File: config.mk
export PLATFORM = sky130hd
export DESIGN_NAME = periph_bus_arbiter
export DESIGN_NICKNAME = d
export VERILOG_FILES = /design/src/rtl/soc_bus_pkg.sv /design/src/rtl/rr_picker.sv /design/src/rtl/periph_bus_arbiter.sv
export SDC_FILE = /design/constraint.sdc
export NUM_CORES = 1
export LEC_CHECK = 0
export CAP_MARGIN = 10
export CORE_MARGIN = 8
export CORE_UTILIZATION = 60
export CTS_BUF_LIST = sky130_fd_sc_hd__clkbuf_8
export DETAILED_ROUTE_END_ITERATION = 6
export DONT_BUFFER_PORTS = 1
export PLACE_DENSITY = 0.85
export SYNTH_ARGS = -nofsm -noshare
export SYNTH_HDL_FRONTEND = slang
export SYNTH_SLANG_ARGS = --single-unit
File: constraint.sdc
create_clock -name clk -period 2.8 [get_ports clk]
set_input_delay 0.28 -clock clk [delete_from_list [all_inputs] [get_ports clk]]
set_output_delay 0.28 -clock clk [all_outputs]
set_load 0.005 [all_outputs]
File: src/rtl/soc_bus_pkg.sv
// Shared definitions for the peripheral bus arbiter: FSM encoding, default widths
// and the all-ones read data returned when an aborted transfer completes.
package soc_bus_pkg;

   typedef enum logic [1:0] {
      IDLE = 2'd0,
      XFER = 2'd1,
      DONE = 2'd2
   } arbState_t;

   localparam int DEFAULT_ADDR_W = 8;
   localparam int DEFAULT_DATA_W = 16;

   // Wide enough for any DATA_W in use; slice to the bus width at the use site.
   localparam logic [63:0] TIMEOUT_RDATA = '1;

endpackage

File: src/rtl/rr_picker.sv
// Combinational round-robin picker: the first set request at or above ptr,
// wrapping modulo NUM_REQ, as both a one-hot vector and an index.
module rr_picker #(
   parameter int NUM_REQ = 4,
   parameter int IDX_W   = $clog2(NUM_REQ)
) (
   input  logic [NUM_REQ-1:0] req,
   input  logic [IDX_W-1:0]   ptr,
   output logic [NUM_REQ-1:0] winnerOneHot,
   output logic [IDX_W-1:0]   winnerIdx,
   output logic               anyReq
);

   logic [IDX_W-1:0] candIdx;

   always_comb begin
      winnerOneHot = '0;
      winnerIdx    = '0;
      anyReq       = 1'b0;
      candIdx      = '0;
      for (int k = 0; k < NUM_REQ; k++) begin
         candIdx = IDX_W'((int'(ptr) + k) % NUM_REQ);
         if (!anyReq && req[candIdx]) begin
            anyReq                = 1'b1;
            winnerIdx             = candIdx;
            winnerOneHot[candIdx] = 1'b1;
         end
      end
   end

endmodule

File: src/rtl/periph_bus_arbiter.sv
// Round-robin sequencer sharing one peripheral register port among NUM_REQ masters.
// Define PERIPH_ARB_TIMEOUT_EN to abort transfers that wait TIMEOUT cycles for bus_ready.
module periph_bus_arbiter
   import soc_bus_pkg::*;
#(
   parameter int NUM_REQ = 4,
   parameter int ADDR_W  = DEFAULT_ADDR_W,
   parameter int DATA_W  = DEFAULT_DATA_W,
   parameter int TIMEOUT = 15
) (
   input  logic                      clk,
   input  logic                      rst_n,
   input  logic [NUM_REQ-1:0]        req,
   input  logic [NUM_REQ-1:0]        req_we,
   input  logic [NUM_REQ*ADDR_W-1:0] req_addr,
   input  logic [NUM_REQ*DATA_W-1:0] req_wdata,
   output logic [NUM_REQ-1:0]        gnt,
   output logic [NUM_REQ-1:0]        done,
   output logic [DATA_W-1:0]         rdata,
   output logic                      timeout_err,
   output logic                      bus_valid,
   output logic                      bus_we,
   output logic [ADDR_W-1:0]         bus_addr,
   output logic [DATA_W-1:0]         bus_wdata,
   input  logic                      bus_ready,
   input  logic [DATA_W-1:0]         bus_rdata
);

   localparam int IDX_W = $clog2(NUM_REQ);

   if (NUM_REQ < 2 || NUM_REQ > 8 || TIMEOUT < 1) begin : gBadParams
      $error("periph_bus_arbiter: NUM_REQ must be 2..8 and TIMEOUT at least 1");
   end

   arbState_t            stateReg;
   logic [IDX_W-1:0]     ptrReg;
   logic [IDX_W-1:0]     winnerReg;
   logic [NUM_REQ-1:0]   gntReg;
   logic [NUM_REQ-1:0]   doneReg;
   logic [DATA_W-1:0]    rdataReg;
   logic                 busValidReg;
   logic                 busWeReg;
   logic [ADDR_W-1:0]    busAddrReg;
   logic [DATA_W-1:0]    busWdataReg;

   logic [NUM_REQ-1:0]   pickOneHot;
   logic [IDX_W-1:0]     pickIdx;
   logic                 pickAny;
   logic                 timeoutHit;
   logic [IDX_W-1:0]     ptrNext;

   rr_picker #(
      .NUM_REQ (NUM_REQ),
      .IDX_W   (IDX_W)
   ) uPicker (
      .req          (req),
      .ptr          (ptrReg),
      .winnerOneHot (pickOneHot),
      .winnerIdx    (pickIdx),
      .anyReq       (pickAny)
   );

   // The master just served drops to lowest priority.
   assign ptrNext = (winnerReg == IDX_W'(NUM_REQ - 1)) ? '0 : winnerReg + 1'b1;

`ifdef PERIPH_ARB_TIMEOUT_EN
   localparam int CNT_W = $clog2(TIMEOUT + 1);
   localparam logic [CNT_W-1:0] CNT_LAST = CNT_W'(TIMEOUT - 1);

   logic [CNT_W-1:0] waitCntReg;
   logic             timeoutErrReg;

   // Fires on the TIMEOUT-th XFER cycle that has seen no bus_ready.
   assign timeoutHit  = (stateReg == XFER) && !bus_ready && (waitCntReg == CNT_LAST);
   assign timeout_err = timeoutErrReg;
`else
   assign timeoutHit  = 1'b0;
   assign timeout_err = 1'b0;
`endif

   always_ff @(posedge clk or negedge rst_n) begin
      if (!rst_n) begin
         stateReg      <= IDLE;
         ptrReg        <= '0;
         winnerReg     <= '0;
         gntReg        <= '0;
         doneReg       <= '0;
         rdataReg      <= '0;
         busValidReg   <= 1'b0;
         busWeReg      <= 1'b0;
         busAddrReg    <= '0;
         busWdataReg   <= '0;
`ifdef PERIPH_ARB_TIMEOUT_EN
         waitCntReg    <= '0;
         timeoutErrReg <= 1'b0;
`endif
      end else begin
         doneReg <= '0;
`ifdef PERIPH_ARB_TIMEOUT_EN
         timeoutErrReg <= 1'b0;
`endif
         case (stateReg)
            IDLE: begin
               if (pickAny) begin
                  winnerReg   <= pickIdx;
                  gntReg      <= pickOneHot;
                  busValidReg <= 1'b1;
                  busWeReg    <= req_we[pickIdx];
                  busAddrReg  <= req_addr[pickIdx*ADDR_W +: ADDR_W];
                  busWdataReg <= req_wdata[pickIdx*DATA_W +: DATA_W];
                  stateReg    <= XFER;
`ifdef PERIPH_ARB_TIMEOUT_EN
                  waitCntReg  <= '0;
`endif
               end
            end

            XFER: begin
               if (bus_ready || timeoutHit) begin
                  busValidReg <= 1'b0;
                  busWeReg    <= 1'b0;
                  busAddrReg  <= '0;
                  busWdataReg <= '0;
                  gntReg      <= '0;
                  doneReg     <= gntReg;
                  ptrReg      <= ptrNext;
                  stateReg    <= DONE;
                  if (bus_ready) begin
                     if (!busWeReg) begin
                        rdataReg <= bus_rdata;
                     end
                  end else begin
                     rdataReg <= TIMEOUT_RDATA[DATA_W-1:0];
`ifdef PERIPH_ARB_TIMEOUT_EN
                     timeoutErrReg <= 1'b1;
`endif
                  end
               end
`ifdef PERIPH_ARB_TIMEOUT_EN
               else begin
                  waitCntReg <= waitCntReg + 1'b1;
               end
`endif
            end

            DONE: begin
               stateReg <= IDLE;
            end

            default: begin
               stateReg <= IDLE;
            end
         endcase
      end
   end

   assign gnt       = gntReg;
   assign done      = doneReg;
   assign rdata     = rdataReg;
   assign bus_valid = busValidReg;
   assign bus_we    = busWeReg;
   assign bus_addr  = busAddrReg;
   assign bus_wdata = busWdataReg;

endmodule

**Word-level counts from Yosys, hierarchy flattened**

Index checks and enable logic that the tools add are counted.

- Output and inout bits: 51
- Word-level logic and storage cells: 100
- Bits of input ports: 123
- Register bits: 56

- Add/sub/neg operators: 4
- Reductions and logical operators: 17
- Equality and inequality tests: 4
- Magnitude comparators: 9
- Bitwise logic cells: 4
- Shift operators: 2
- Multiplexer cells: 50

Operators by type and width:

| cell | count |
|---|---|
| variable part select 64 x 7 -> 16 bit | 1 |
| two-way mux 16 bit | 2 |
| two-way mux 4 bit | 8 |
| case mux 16 bit (2 select lines) | 1 |
| variable part select 32 x 6 -> 8 bit | 1 |
| two-way mux 1 bit | 16 |
| two-way mux 8 bit | 2 |
| case mux 8 bit (2 select lines) | 1 |
| < comparator 2 x 3 -> 1 bit, second input constant | 5 |
| two-way mux 2 bit | 7 |
| bitwise OR 4 bit | 3 |
| binary-select mux 1 bit (select 2 bit) | 5 |
| demux 1 bit (select 2 bit) | 4 |
| greater-or-equal comparator 2 x 1 -> 1 bit, second input constant | 4 |
| case mux 4 bit (2 select lines) | 1 |
| logical AND 1 bit | 7 |
| AND reduction 2 bit | 3 |
| AND reduction 3 bit | 2 |
| adder 2 x 1 -> 2 bit, second input constant | 2 |
| adder 2 bit, second input constant | 2 |
| != test 2 bit, second input constant | 2 |
| case mux 1 bit (2 select lines) | 2 |
| case mux 2 bit (2 select lines) | 1 |
| zero test 1 bit | 3 |
| other kinds (5) | 5 |

**Logic depth before layout (Yosys ltp)**

Gate-level depths: netlist of run 1.

- Depth after elaboration: 16
- Mapped depth: 10
- Gate-level depth less buffers: 8

**Modules after synthesis**

A second synthesis of run 1 with hierarchy kept.

- Cells, all modules: 263
- Area, all modules: 3158.0 um^2

Modules (own cells, without submodules):

| module | cells each | area an instance (um^2) | times used |
|---|---|---|---|
| periph_bus_arbiter | 218 | 2738.9 | 1 |
| rr_picker | 45 | 419.2 | 1 |

**Least setup slack after synthesis of run 1**

Ideal clock, no wire load.

- Path type: register to register
- Start: reg ptrReg[0]
- End: reg busAddrReg[0] (netlist: bus_addr[0])
- Data required time: 2669 ps
- Setup slack: 521 ps
- Buffers on the path: 3
- Cell stages (with the launch flop): 11
- Library setup time: 131 ps
- Arrival: 2148 ps
- Cells stage by stage: dfrtp_1 > buf_6 > inv_1 > ha_1 > a211oi_1 > a211o_1 > buf_2 > inv_1 > nand2_2 > buf_2 > o211ai_2

- Word-level cells in the longest chain between the ends: 15
- Elaborated cells on any way between the ends: 30
- Those cells by class: 3 x add/sub; 1 x eq/ne; 1 x shift; 18 x mux; 7 x reduce/logical

Ends and longest elaborated chain:

| what | line | source |
|---|---|---|
| start, declared | periph_bus_arbiter.sv:36 | `logic [IDX_W-1:0] ptrReg;` |
| start signal, assigned | periph_bus_arbiter.sv:126 | `ptrReg <= ptrNext;` |
| branches (longest 15 deep; another with adder 2 x 1 -> 2 bit) | n/a |  |
| end signal, assigned | periph_bus_arbiter.sv:109 | `busAddrReg <= req_addr[pickIdx*ADDR_W +: ADDR_W];` |
| end, declared | periph_bus_arbiter.sv:43 | `logic [ADDR_W-1:0] busAddrReg;` |

Several ways; the timed one is not identified. The select of a mux whose other input is x is not followed.
A chain may end at the register's enable or synchronous reset.

**Worst setup path after layout of run 1**

- Start: reg ptrReg[1]
- End: reg busWdataReg[2] (netlist: bus_wdata[2])

- Word-level cells in the longest chain between the ends: 15
- Elaborated cells on any way between the ends: 30
- Those cells by class: 3 x add/sub; 1 x eq/ne; 1 x shift; 18 x mux; 7 x reduce/logical

Ends and longest elaborated chain:

| what | line | source |
|---|---|---|
| branches (longest 15 deep; another with adder 2 x 1 -> 2 bit) | n/a |  |
| end signal, assigned | periph_bus_arbiter.sv:110 | `busWdataReg <= req_wdata[pickIdx*DATA_W +: DATA_W];` |
| end, declared | periph_bus_arbiter.sv:44 | `logic [DATA_W-1:0] busWdataReg;` |

Several ways; the timed one is not identified. The select of a mux whose other input is x is not followed.

==> results of run 1 <==
-- per-layer routing --
| metal | share of wire, % | global-route usage [%] | vias up |
|---|---|---|---|
| met3 | 11 | 5.68 | 5 |
| met1 | 39 | 24.2 | 1321 |
| met5 | 0 | 0 | - |
| li1 | - | - | 1230 |
| met4 | 0.67 | 4.36 | 0 |
| met2 | 50 | 33.8 | 141 |
-- power by group through the flow --
stage / Combinational (W) / Sequential (W) / Clock (W)
floorplan: 0.00204 / 0.00139 / 0
global placement: 0.00235 / 0.00150 / 0
CTS: 0.00247 / 0.00150 / 0.000472
global route: 0.00267 / 0.00153 / 0.000512
finish: 0.00246 / 0.00148 / 0.000458
detailed placement: 0.00244 / 0.00152 / 0
-- metrics by stage --
| stage | power [W] | instances | area [um2] | utilization [%] | worst slack, ps |
|---|---|---|---|---|---|
| 2_1_floorplan | 0.00343 | 340 | 3660 | - | 521 |
| 3_3_place_gp | 0.00385 | 402 | 3740 | 63.2 | 458 |
| 3_5_place_dp | 0.00396 | 402 | 3740 | 63.2 | 405 |
| 4_1_cts | 0.00444 | 412 | 3870 | 65.4 | 382 |
| 5_1_grt | 0.00471 | 412 | 3870 | 65.4 | 183 |
| 6_report | 0.00440 | 412 | 3870 | 65.4 | 376 |
-- path summary, 6_finish.rpt --
check,to,slack [ps],cells past startpoint
max,bus_wdata[2],380,8
min,stateReg[0],60,1
max reg2reg,bus_wdata[2],380,8
min reg2reg,stateReg[0],480,1
max in group asynchronous,bus_addr[5],2070,2
min in group asynchronous,winnerReg[0],510,2
-- critical path, cell delays in order, from the launching register on --
cell and delay, ps:
sky130_fd_sc_hd__dfrtp_1 580, sky130_fd_sc_hd__inv_1 110, sky130_fd_sc_hd__ha_1 400, sky130_fd_sc_hd__a21oi_1 150
sky130_fd_sc_hd__a32oi_1 100, sky130_fd_sc_hd__nor2_4 350, sky130_fd_sc_hd__buf_12 250, sky130_fd_sc_hd__mux2i_1 260
sky130_fd_sc_hd__o211ai_2 90
-- state kept, by name, summed over array words and instances, names as in the netlist --
signal / flops
stateReg: 2
bus_valid: 1
bus_wdata: 16
ptrReg: 2
gnt: 4
bus_we: 1
bus_addr: 8
rdata: 16
winnerReg: 2
done: 4
-- cell type report --
type                            count  share of cell area, %
Inverter                            7                  0.678
Timing Repair Buffer               18                   4.72
Clock inverter                      3                  0.646
Multi-Input combinational cell    248                   53.6
Sequential cell                    56                   36.2
Clock buffer                        5                   1.78
Tap cell                           75                   2.42
-- placed cells by master (no fill, tap or decap), types with 2 or more instances in the layout --
cell type	Yosys	routed
sky130_fd_sc_hd__nand2_1	29	29
sky130_fd_sc_hd__and2_1	6	6
sky130_fd_sc_hd__nor2_1	9	8
sky130_fd_sc_hd__buf_12	0	2
sky130_fd_sc_hd__inv_6	0	2
sky130_fd_sc_hd__a22oi_1	4	4
sky130_fd_sc_hd__a211o_1	2	2
sky130_fd_sc_hd__nand2b_1	3	3
sky130_fd_sc_hd__or3_1	2	2
sky130_fd_sc_hd__dfrtp_1	56	56
sky130_fd_sc_hd__nand3_1	51	51
sky130_fd_sc_hd__ha_1	9	9
sky130_fd_sc_hd__a211oi_1	2	2
sky130_fd_sc_hd__inv_1	7	7
sky130_fd_sc_hd__o22ai_1	2	2
sky130_fd_sc_hd__mux2_4	25	25
sky130_fd_sc_hd__clkbuf_8	0	5
sky130_fd_sc_hd__a21oi_1	6	6
sky130_fd_sc_hd__mux2i_1	29	29
sky130_fd_sc_hd__mux2_2	18	18
sky130_fd_sc_hd__o211ai_2	25	25
sky130_fd_sc_hd__a221o_1	4	4
sky130_fd_sc_hd__buf_4	4	14
sky130_fd_sc_hd__o21ai_0	7	7
-- logic make-up after synthesis --
family / after synthesis / synth area share (%)
flip-flops: 56 / 38.3
AO/OA/AOI/OAI: 57 / 14.7
buffers and inverters: 36 / 5.37
adder cells (fa/ha/maj): 9 / 3.08
multiplexers: 73 / 24.3
XOR/XNOR: 1 / 0.239
other: 1 / 0.102
AND/OR/NAND/NOR: 107 / 13.9
-- what timing repair did --
action | in CTS | in global routing
hold buffers | 2 | 0
setup endpoints to repair | 0 | 0
gates resized for setup | 0 | 0
buffers inserted | 0 | 0
hold endpoints to repair | 56 | 0
==> parameters.txt, run 1 <==
Parameter                              Value

Synthesis
  Fraction of registers with async set or reset after synthesis    100%
  Flip-flop and latch count after synthesis    between 50 and 60
  Main area contributors after synthesis    sky130_fd_sc_hd__dfrtp_1, sky130_fd_sc_hd__mux2_4, sky130_fd_sc_hd__o211ai_2
  Area share of the largest cell type after synthesis    38.3%
  Synth warnings    0
  Post-synth design cell area    around 0.0037 mm2
  Syn Inst Count    340
  Post-synthesis cell type count    39
  Mean Syn Cell Area    roughly 11 um2
  Number of nets in the synthesized netlist    around 470
  Post-synth top cells    sky130_fd_sc_hd__dfrtp_1, sky130_fd_sc_hd__nand3_1, sky130_fd_sc_hd__mux2i_1, sky130_fd_sc_hd__nand2_1
  Number of flops mapped to enable cells by yosys    0
  Sequential fraction of the synthesis area    around two fifths
  Cell type contributing the most total cell area after synthesis    sky130_fd_sc_hd__dfrtp_1
  Top flip-flop cell by instance count after synthesis    sky130_fd_sc_hd__dfrtp_1
  Most used standard cell by instance count after synthesis    sky130_fd_sc_hd__dfrtp_1

STA
  Final Cycle Share    between 80% and 90%
  Actual slew at the worst max-slew pin    498 ps
  Post-route worst hold slack    62.0 ps
  Final slew viol count    0
  Unrepaired setup endpoints after global routing    no
  Fin crit period    around 2400 ps
  Setup Skew    5.21 ps
  Worst slew margin relative to its limit    66.5%
  Setup tns final    0 ps
  Total of endpoints with negative setup slack in the final report    0
  Final Hold Vio Count    0
  Achievable clock frequency    ~0.41 GHz

Power and ir drop
  Maximum vdd ir drop    just over 0.6 mV
  Net switching power    between 0.0015 and 0.002 W
  Internal power    about 0.0025 W
  Leakage power summed over all cells    1.69 nW
  Proportion of power drawn by the clock network    10.4%
  Pwr/cell area    1140 mW/mm2
  Fraction of power consumed by sequential logic    33.7%
  Sw frac    around 42%
  Logic pwr share    a little under three fifths

Setup path
  Worst Setup SP    ptrReg[1]
  Critical Path Sink Type    flip-flop
  Crit Path Max Fanout    21
  WS Path Type    reg -> reg
  Startpoint of the lowest-slack register-to-register path    ptrReg[1]
  Crit path DAT    roughly 2600 ps
  CP required    between 2000 and 3000 ps
  Critical path launch point type    flip-flop

Detailed routing
  Vias per std cell    6.55
  DRT antenna net count    0
  Total vias in the final route    roughly 2700
  Detailed-router iteration count before antenna repair    4
  Number of DRC markers in iteration 0    106
  Post-detailed-route DRC marker count    0
  Total Wirelength    roughly 9.4 mm
  Post-detailed-route wirelength per cell    22.9 um

Clocking
  TritonCTS buffer count    5
  CTS tree    built
  Clk Tree Root Cell    sky130_fd_sc_hd__clkbuf_8
  Number of H-tree branching levels    2
  Clock network latency to the later pin of the worst-skew pair    about 300 ps
  Clock Pin Slew Worst Setup and Hold Paths    approximately 100 ps
  Total clock sinks    56
  Maximum clock insertion buffer count    2

Global routing
  Total routing usage reported by global routing    around a fifth
  Overall overflow remaining after global route    0
  Pin count of the biggest net entering global routing    57
  Global-route wire length before repair    between 10 and 15 mm
  Number of antenna violations at the first check in global routing    0
  Via count of the first global-routing pass    2681

Placed design
  Port bufs    0
  HPWL after detailed placement    approximately 7.4 mm
  Routability congestion estimate    between 0.8 and 0.9

Final layout
  Fill cell count    between 400 and 500
  Ant. Diodes    0
  Post-layout net count    around 470
  Multi-input combinational cell area    about 0.0021 mm2
  Share of cells above drive strength 1    between 20% and 30%
  Layout-stage area growth over the synthesis result    5.81%
  Register area    0.00140 mm2

Die
  Height of the die    94.1 um
  Io pins    ~170
  Die width    94.1 um
  Starting utilization of the core area    between 60% and 70%
  Die Outline Area    approximately 0.0089 mm2
  Core Region    a little under 0.006 mm2
  Standard-cell rows    28

Min path
  Min-Delay Startpoint    bus_ready
  Class of the tightest hold or removal check    in -> reg

Outcome
  Outcome    completed

Flow run
  Max-Cap Viols    0
Note: power is estimated with default switching activity, not from simulation.
==> inputs of run 2 (changes only) <==
- BUFFER_PORTS_ARGS: default -> -buffer_cell sky130_fd_sc_hd__buf_4
- CORE_UTILIZATION: 60 -> 46
- DONT_BUFFER_PORTS: 1 -> default
- PLACE_DENSITY: 0.85 -> 0.91
- SYNTH_HIERARCHICAL: default -> 1
==> parameters.txt, run 2 <==
Parameter                              Value

Die
  Standard-cell rows    30
  Height of the die    98.9 um
  Starting utilization of the core area    around 47%
  Die Outline Area    between 0.009 and 0.01 mm2
  Core Region    0.00672 mm2
  Die width    between 90 and 100 um
  Io pins    174

STA
  Worst slew margin relative to its limit    between 40% and 50%
  Final Hold Vio Count    0
  Final slew viol count    0
  Total of endpoints with negative setup slack in the final report    6
  Unrepaired setup endpoints after global routing    yes
  Actual slew at the worst max-slew pin    781 ps
  Worst-case setup margin in the final layout    -18.7 ps
  Fin crit period    ~2800 ps
  Setup Skew    about 7.4 ps
  Final Cycle Share    101%
  Achievable clock frequency    roughly 0.35 GHz

Power and ir drop
  Net switching power    around 0.0022 W
  Internal power    ~0.0035 W
  Pwr/cell area    roughly 1200 mW/mm2
  Leakage power summed over all cells    approximately 2.5 nW
  Sw frac    about two fifths
  Fraction of power consumed by sequential logic    24.6%
  Proportion of power drawn by the clock network    9.4%
  Logic pwr share    66.0%
  Maximum vdd ir drop    between 0.5 and 0.6 mV

Setup path
  CP required    3040 ps
  Crit path DAT    approximately 3100 ps
  Largest stage delay on the critical path    about 530 ps
  Cell family contributing the most delay on the critical path    simple AND/OR/NAND/NOR gates
  Crit Path Max Fanout    17
  Max stage delay cell, worst path    sky130_fd_sc_hd__or4b_4
  Critical path launch point type    flip-flop
  Series of cell instances along the critical path    inv_4 > ha_4 > mux4_2 > nor4b_4 > nor2_1 > a32o_1 > or4b_4 > buf_12 > o22ai_1 > a21o_1
  Crit path buffers/inverters    2
  Critical Path Sink Type    flip-flop
  WS Path Type    reg -> reg

Final layout
  Post-layout net count    572
  Final core utilization    72.0%
  Most frequent standard cell in the layout excluding fill and tap cells    sky130_fd_sc_hd__buf_4
  Non-Filler Instances    approximately 520
  Ant. Diodes    0
  Layout-stage area growth over the synthesis result    53.1%
  Most used cells in the layout excluding fill and tap cells    sky130_fd_sc_hd__buf_4, sky130_fd_sc_hd__dfrtp_1, sky130_fd_sc_hd__mux2i_1, sky130_fd_sc_hd__a21o_1, sky130_fd_sc_hd__mux2_2
  Share of cells above drive strength 1    between 50% and 60%

Global routing
  Overall overflow remaining after global route    0
  Layer carrying the most global-route usage    met2
  GR Util met2    approximately 36%
  Number of antenna violations at the first check in global routing    0
  Total routing usage reported by global routing    between 10% and 20%
  GR Util met3    7.26%
  Global-route wire length before repair    between 15 and 20 mm
  Via count of the first global-routing pass    approximately 3200
  Pin count of the biggest net entering global routing    between 50 and 60
  Met1 usage    between 20 and 25%

Clocking
  Clock network latency to the later pin of the worst-skew pair    approximately 300 ps
  TritonCTS buffer count    5
  Clk Tree Root Cell    sky130_fd_sc_hd__clkbuf_8
  Clock Pin Slew Worst Setup and Hold Paths    roughly 100 ps
  Number of H-tree branching levels    2
  Maximum clock insertion buffer count    2
  Total clock sinks    56
  CTS tree    built

Detailed routing
  Vias per std cell    between 5 and 6
  DRT antenna net count    0
  Total vias in the final route    between 2000 and 3000
  Total Wirelength    around 10 mm
  Post-detailed-route wirelength per cell    roughly 19 um
  Post-detailed-route DRC marker count    0
  Detailed-router iteration count before antenna repair    4
  Number of DRC markers in iteration 0    between 80 and 90

Placed design
  Routability congestion estimate    a little over 0.9
  HPWL after detailed placement    7.97 mm
  Port bufs    ~170
  Number of placed cells counting well taps    around 500

Synthesis
  Post-synth design cell area    about 0.0032 mm2
  Cell type contributing the most total cell area after synthesis    sky130_fd_sc_hd__dfrtp_1
  Number of flops mapped to enable cells by yosys    0
  Post-synth top cells    sky130_fd_sc_hd__dfrtp_1, sky130_fd_sc_hd__mux2i_1, sky130_fd_sc_hd__a21o_1
  Syn Inst Count    between 200 and 300
  Sequential fraction of the synthesis area    between 40 and 50%
  Post-synthesis cell type count    38
  Mean Syn Cell Area    between 10 and 15 um2
  Area share of the largest cell type after synthesis    between 40 and 50%
  Number of nets in the synthesized netlist    roughly 400
  Fraction of registers with async set or reset after synthesis    between 90% and 100%
  Synth warnings    6
  Main area contributors after synthesis    sky130_fd_sc_hd__dfrtp_1, sky130_fd_sc_hd__mux2i_1, sky130_fd_sc_hd__mux2_2
  Most used standard cell by instance count after synthesis    sky130_fd_sc_hd__dfrtp_1
  Flip-flop and latch count after synthesis    56
  Top flip-flop cell by instance count after synthesis    sky130_fd_sc_hd__dfrtp_1

Outcome
  Violations in the final reports    setup timing
  Outcome    finished, violations left

Flow run
  Max-Cap Viols    0

Min path
  Class of the tightest hold or removal check    in -> async
-- run 2: cell types whose count changed after synthesis, moves of 5 or more --
cell,change
sky130_fd_sc_hd__o22ai_1,+23
sky130_fd_sc_hd__a21o_1,+25
sky130_fd_sc_hd__a21oi_1,-5
sky130_fd_sc_hd__nand2_1,-24
sky130_fd_sc_hd__o211ai_2,-25
sky130_fd_sc_hd__nand3_1,-51
sky130_fd_sc_hd__mux2_4,-25
sky130_fd_sc_hd__buf_2,-6
sky130_fd_sc_hd__clkbuf_1,-5
sky130_fd_sc_hd__nor2_1,-5
sky130_fd_sc_hd__mux2i_1,+23
-- run 2: logic make-up after synthesis --
family                     share of synthesized area [%]
AOI/OAI and AO/OA                                   16.6
muxes                                               26.3
DFF                                                 44.4
buffers and inverters                               5.27
and+or+nand+nor                                     4.95
adders and majority gates                           2.38
other                                              0.119
-- run 2: power groups by stage --
stage / Combinational (W) / Clock [W] / Sequential [W]
after floorplan: 0.00226 / 0 / 0.00141
after global placement: 0.00333 / 0 / 0.00140
after detailed placement: 0.00350 / 0 / 0.00142
after CTS: 0.00355 / 0.000551 / 0.00141
after global routing: 0.00407 / 0.000582 / 0.00146
final: 0.00377 / 0.000540 / 0.00141
-- run 2: worst paths after layout --
check                             start       endpoint  slack (ps)  cells past startpoint
min                               rst_n  bus_wdata[15]          20                      1
max reg2reg                   ptrReg[0]    bus_addr[1]         -20                     10
min in group clk           bus_rdata[7]       rdata[7]         190                      2
max                           ptrReg[0]    bus_addr[1]         -20                     10
max in group asynchronous         rst_n      ptrReg[0]        2270                      1
min reg2reg                bus_wdata[4]   bus_wdata[4]         480                      1
-- run 2: area by class of cell --
type,instances,area [um2]
inverter,7,28.8
tap,80,100
sequential,56,1400
timing repair buffer,193,1490
clock buffer,5,68.8
fill,482,1880
multi-input combinational,180,1690
clock inverter,3,47.5
-- run 2: metrics by stage --
stage	area, um2	setup TNS, ps	total power [W]	hold WS, ps	setup WS, ps
floorplan	3170	-3250	0.00367	-15.6	-156
global placement	4580	0	0.00473	368	55.0
detailed placement	4580	-1240	0.00492	378	-85.9
CTS	4720	0	0.00551	42.6	13.3
global route	4830	-2430	0.00611	69.3	-128
finish	4830	-54.8	0.00572	23.3	-18.7
-- run 2: layer usage --
metal | routed length [um] | part of all wire, %
met5 | 0 | 0
met1 | 3730 | 37
met2 | 5280 | 52
met4 | 236 | 2.3
met3 | 883 | 8.7
-- run 2: timing repair --
item / 4_1_cts / 5_1_grt
resized for setup: 3 / 16
buffers inserted: 3 / 3
pin swaps: 1 / 7
setup endpoints to repair: 25 / 26
gates cloned: 0 / 0
hold buffers: 0 / 0
==> inputs of run 3 (changes only) <==
- CORE_UTILIZATION: 46 -> 48
- HOLD_SLACK_MARGIN: default -> 0.05
- SYNTH_HIERARCHICAL: 1 -> default
==> parameters.txt, run 3 (synthesized netlist as in run 1, its figures left out) <==
Parameter                              Value

Die
  Standard-cell rows    32
  Die Outline Area    ~0.011 mm2
  Core Region    between 0.007 and 0.008 mm2
  Io pins    roughly 170
  Height of the die    103 um
  Die width    just over 100 um
  Starting utilization of the core area    about half

Setup path
  Critical path launch point type    flip-flop
  Startpoint of the lowest-slack register-to-register path    ptrReg[0]
  CP required    3050 ps
  Crit Path Max Fanout    12
  Critical Path Sink Type    flip-flop
  Worst Setup SP    ptrReg[0]
  Capturing instance or port of the critical path    gnt[1]
  WS Path Type    reg -> reg
  Worst r2r path cells    7
  Setup slack of the most critical reg-to-reg path    200 ps
  Worst R2R End    gnt[1]
  Crit path DAT    approximately 2900 ps

Clocking
  Clock Pin Slew Worst Setup and Hold Paths    ~110 ps
  CTS tree    built
  Total clock sinks    56
  Total of hold buffers inserted after clock tree synthesis    1
  Clk Tree Root Cell    sky130_fd_sc_hd__clkbuf_8
  Post-cts gate resize count    0
  Number of H-tree branching levels    2
  Clock network latency to the later pin of the worst-skew pair    310 ps
  Post-CTS Setup Bufs    0
  Maximum clock insertion buffer count    2
  TritonCTS buffer count    5

Power and ir drop
  Logic pwr share    62.1%
  Sw frac    between 40 and 50%
  Net switching power    just under 0.002 W
  Leakage power summed over all cells    approximately 2.5 nW
  Internal power    just under 0.003 W
  Maximum vdd ir drop    1.42 mV
  Pwr/cell area    ~950 mW/mm2
  Fraction of power consumed by sequential logic    between 20% and 30%
  Proportion of power drawn by the clock network    9.3%

STA
  Actual slew at the worst max-slew pin    about 700 ps
  Setup Skew    6.75 ps
  Unrepaired setup endpoints after global routing    no
  Worst slew margin relative to its limit    roughly 53%
  Final slew viol count    0
  Setup tns final    0 ps
  Achievable clock frequency    0.385 GHz
  Final Hold Vio Count    0
  Final Cycle Share    roughly 90%
  Fin crit period    2600 ps
  Post-route worst hold slack    about 150 ps
  Worst-case setup margin in the final layout    204 ps
  Total of endpoints with negative setup slack in the final report    0

Final layout
  Finished Cell Area    a little over 0.005 mm2
  Layout-stage area growth over the synthesis result    40.0%
  Fill cell count    around 600
  Multi-input combinational cell area    ~0.0021 mm2
  Ant. Diodes    0
  Register area    about 0.0014 mm2
  Most frequent standard cell in the layout excluding fill and tap cells    sky130_fd_sc_hd__buf_4
  Most used cells in the layout excluding fill and tap cells    sky130_fd_sc_hd__buf_4, sky130_fd_sc_hd__dfrtp_1, sky130_fd_sc_hd__nand3_1, sky130_fd_sc_hd__mux2i_1, sky130_fd_sc_hd__nand2_1
  Share of cells above drive strength 1    52.6%
  Post-layout net count    between 600 and 700
  Final core utilization    67.7%

Global routing
  Number of antenna violations at the first check in global routing    0
  Overall overflow remaining after global route    0
  Pin count of the biggest net entering global routing    57
  Total routing usage reported by global routing    between 10% and 20%
  Global-route wire length before repair    roughly 17 mm
  Via count of the first global-routing pass    around 3400

Placed design
  Post-placement worst setup slack    ~250 ps
  Port bufs    ~170
  Placed cell areas    0.00502 mm2
  HPWL after detailed placement    slightly below 9 mm
  Routability congestion estimate    slightly above 0.8

Detailed routing
  Post-detailed-route wirelength per cell    18.4 um
  Post-detailed-route DRC marker count    0
  Number of DRC markers in iteration 0    between 100 and 150
  Total vias in the final route    about 3300
  DRT antenna net count    0
  Total Wirelength    roughly 11 mm
  Vias per std cell    5.45
  Detailed-router iteration count before antenna repair    5

Min path
  Class of the tightest hold or removal check    in -> reg

Flow run
  Max-Cap Viols    0

Outcome
  Outcome    completed
[run 3: per-layer routing]
metal | global-route usage [%] | vias to the layer above | part of all wire, %
li1 | - | 1559 | -
met1 | 21.0 | 1567 | 36
met2 | 37.9 | 135 | 54
met3 | 3.88 | 28 | 6.8
met4 | 7.56 | 0 | 3.3
met5 | 0 | - | 0
[run 3: power by group through the flow]
stage	registers (W)	clock network (W)	logic, W
3_5_place_dp	0.00142	0	0.00306
2_1_floorplan	0.00139	0	0.00204
5_1_grt	0.00144	0.000501	0.00328
3_3_place_gp	0.00140	0	0.00293
4_1_cts	0.00140	0.000469	0.00306
6_report	0.00140	0.000454	0.00304
[run 3: final cells by class]
type / instances / area share, %
multi-input cells: 248 / 40.5
flip-flops and latches: 56 / 27.4
repair buffers: 183 / 27.4
well taps: 102 / 2.49
clock buffers: 5 / 1.34
inverters: 7 / 0.513
clock inverters: 3 / 0.440
[run 3: critical path, cell delays in order, from the launching register on]
cell and delay (ps):
sky130_fd_sc_hd__dfrtp_1 590, sky130_fd_sc_hd__inv_1 180, sky130_fd_sc_hd__ha_1 450, sky130_fd_sc_hd__mux4_2 420, sky130_fd_sc_hd__a211oi_2 450, sky130_fd_sc_hd__a22oi_1 140, sky130_fd_sc_hd__a21oi_1 170, sky130_fd_sc_hd__a221o_1 130
[run 3: worst min-delay path by stage]
stage | startpoint | endpoint | slack, ps | cells after the start
6_report | bus_ready | stateReg[0] | 150 | 2
4_1_cts | bus_ready | stateReg[0] | 130 | 2
2_1_floorplan | rst_n | bus_addr[0] | -20 | 0
3_5_place_dp | rst_n | bus_addr[1] | 380 | 1
5_1_grt | bus_ready | stateReg[0] | 150 | 2
3_3_place_gp | rst_n | bus_addr[1] | 370 | 1
[run 3: stage by stage]
stage | power [W] | cells
floorplan | 0.00343 | 340
global placement | 0.00432 | 595
detailed placement | 0.00448 | 595
CTS | 0.00493 | 604
global route | 0.00522 | 604
finish | 0.00489 | 604
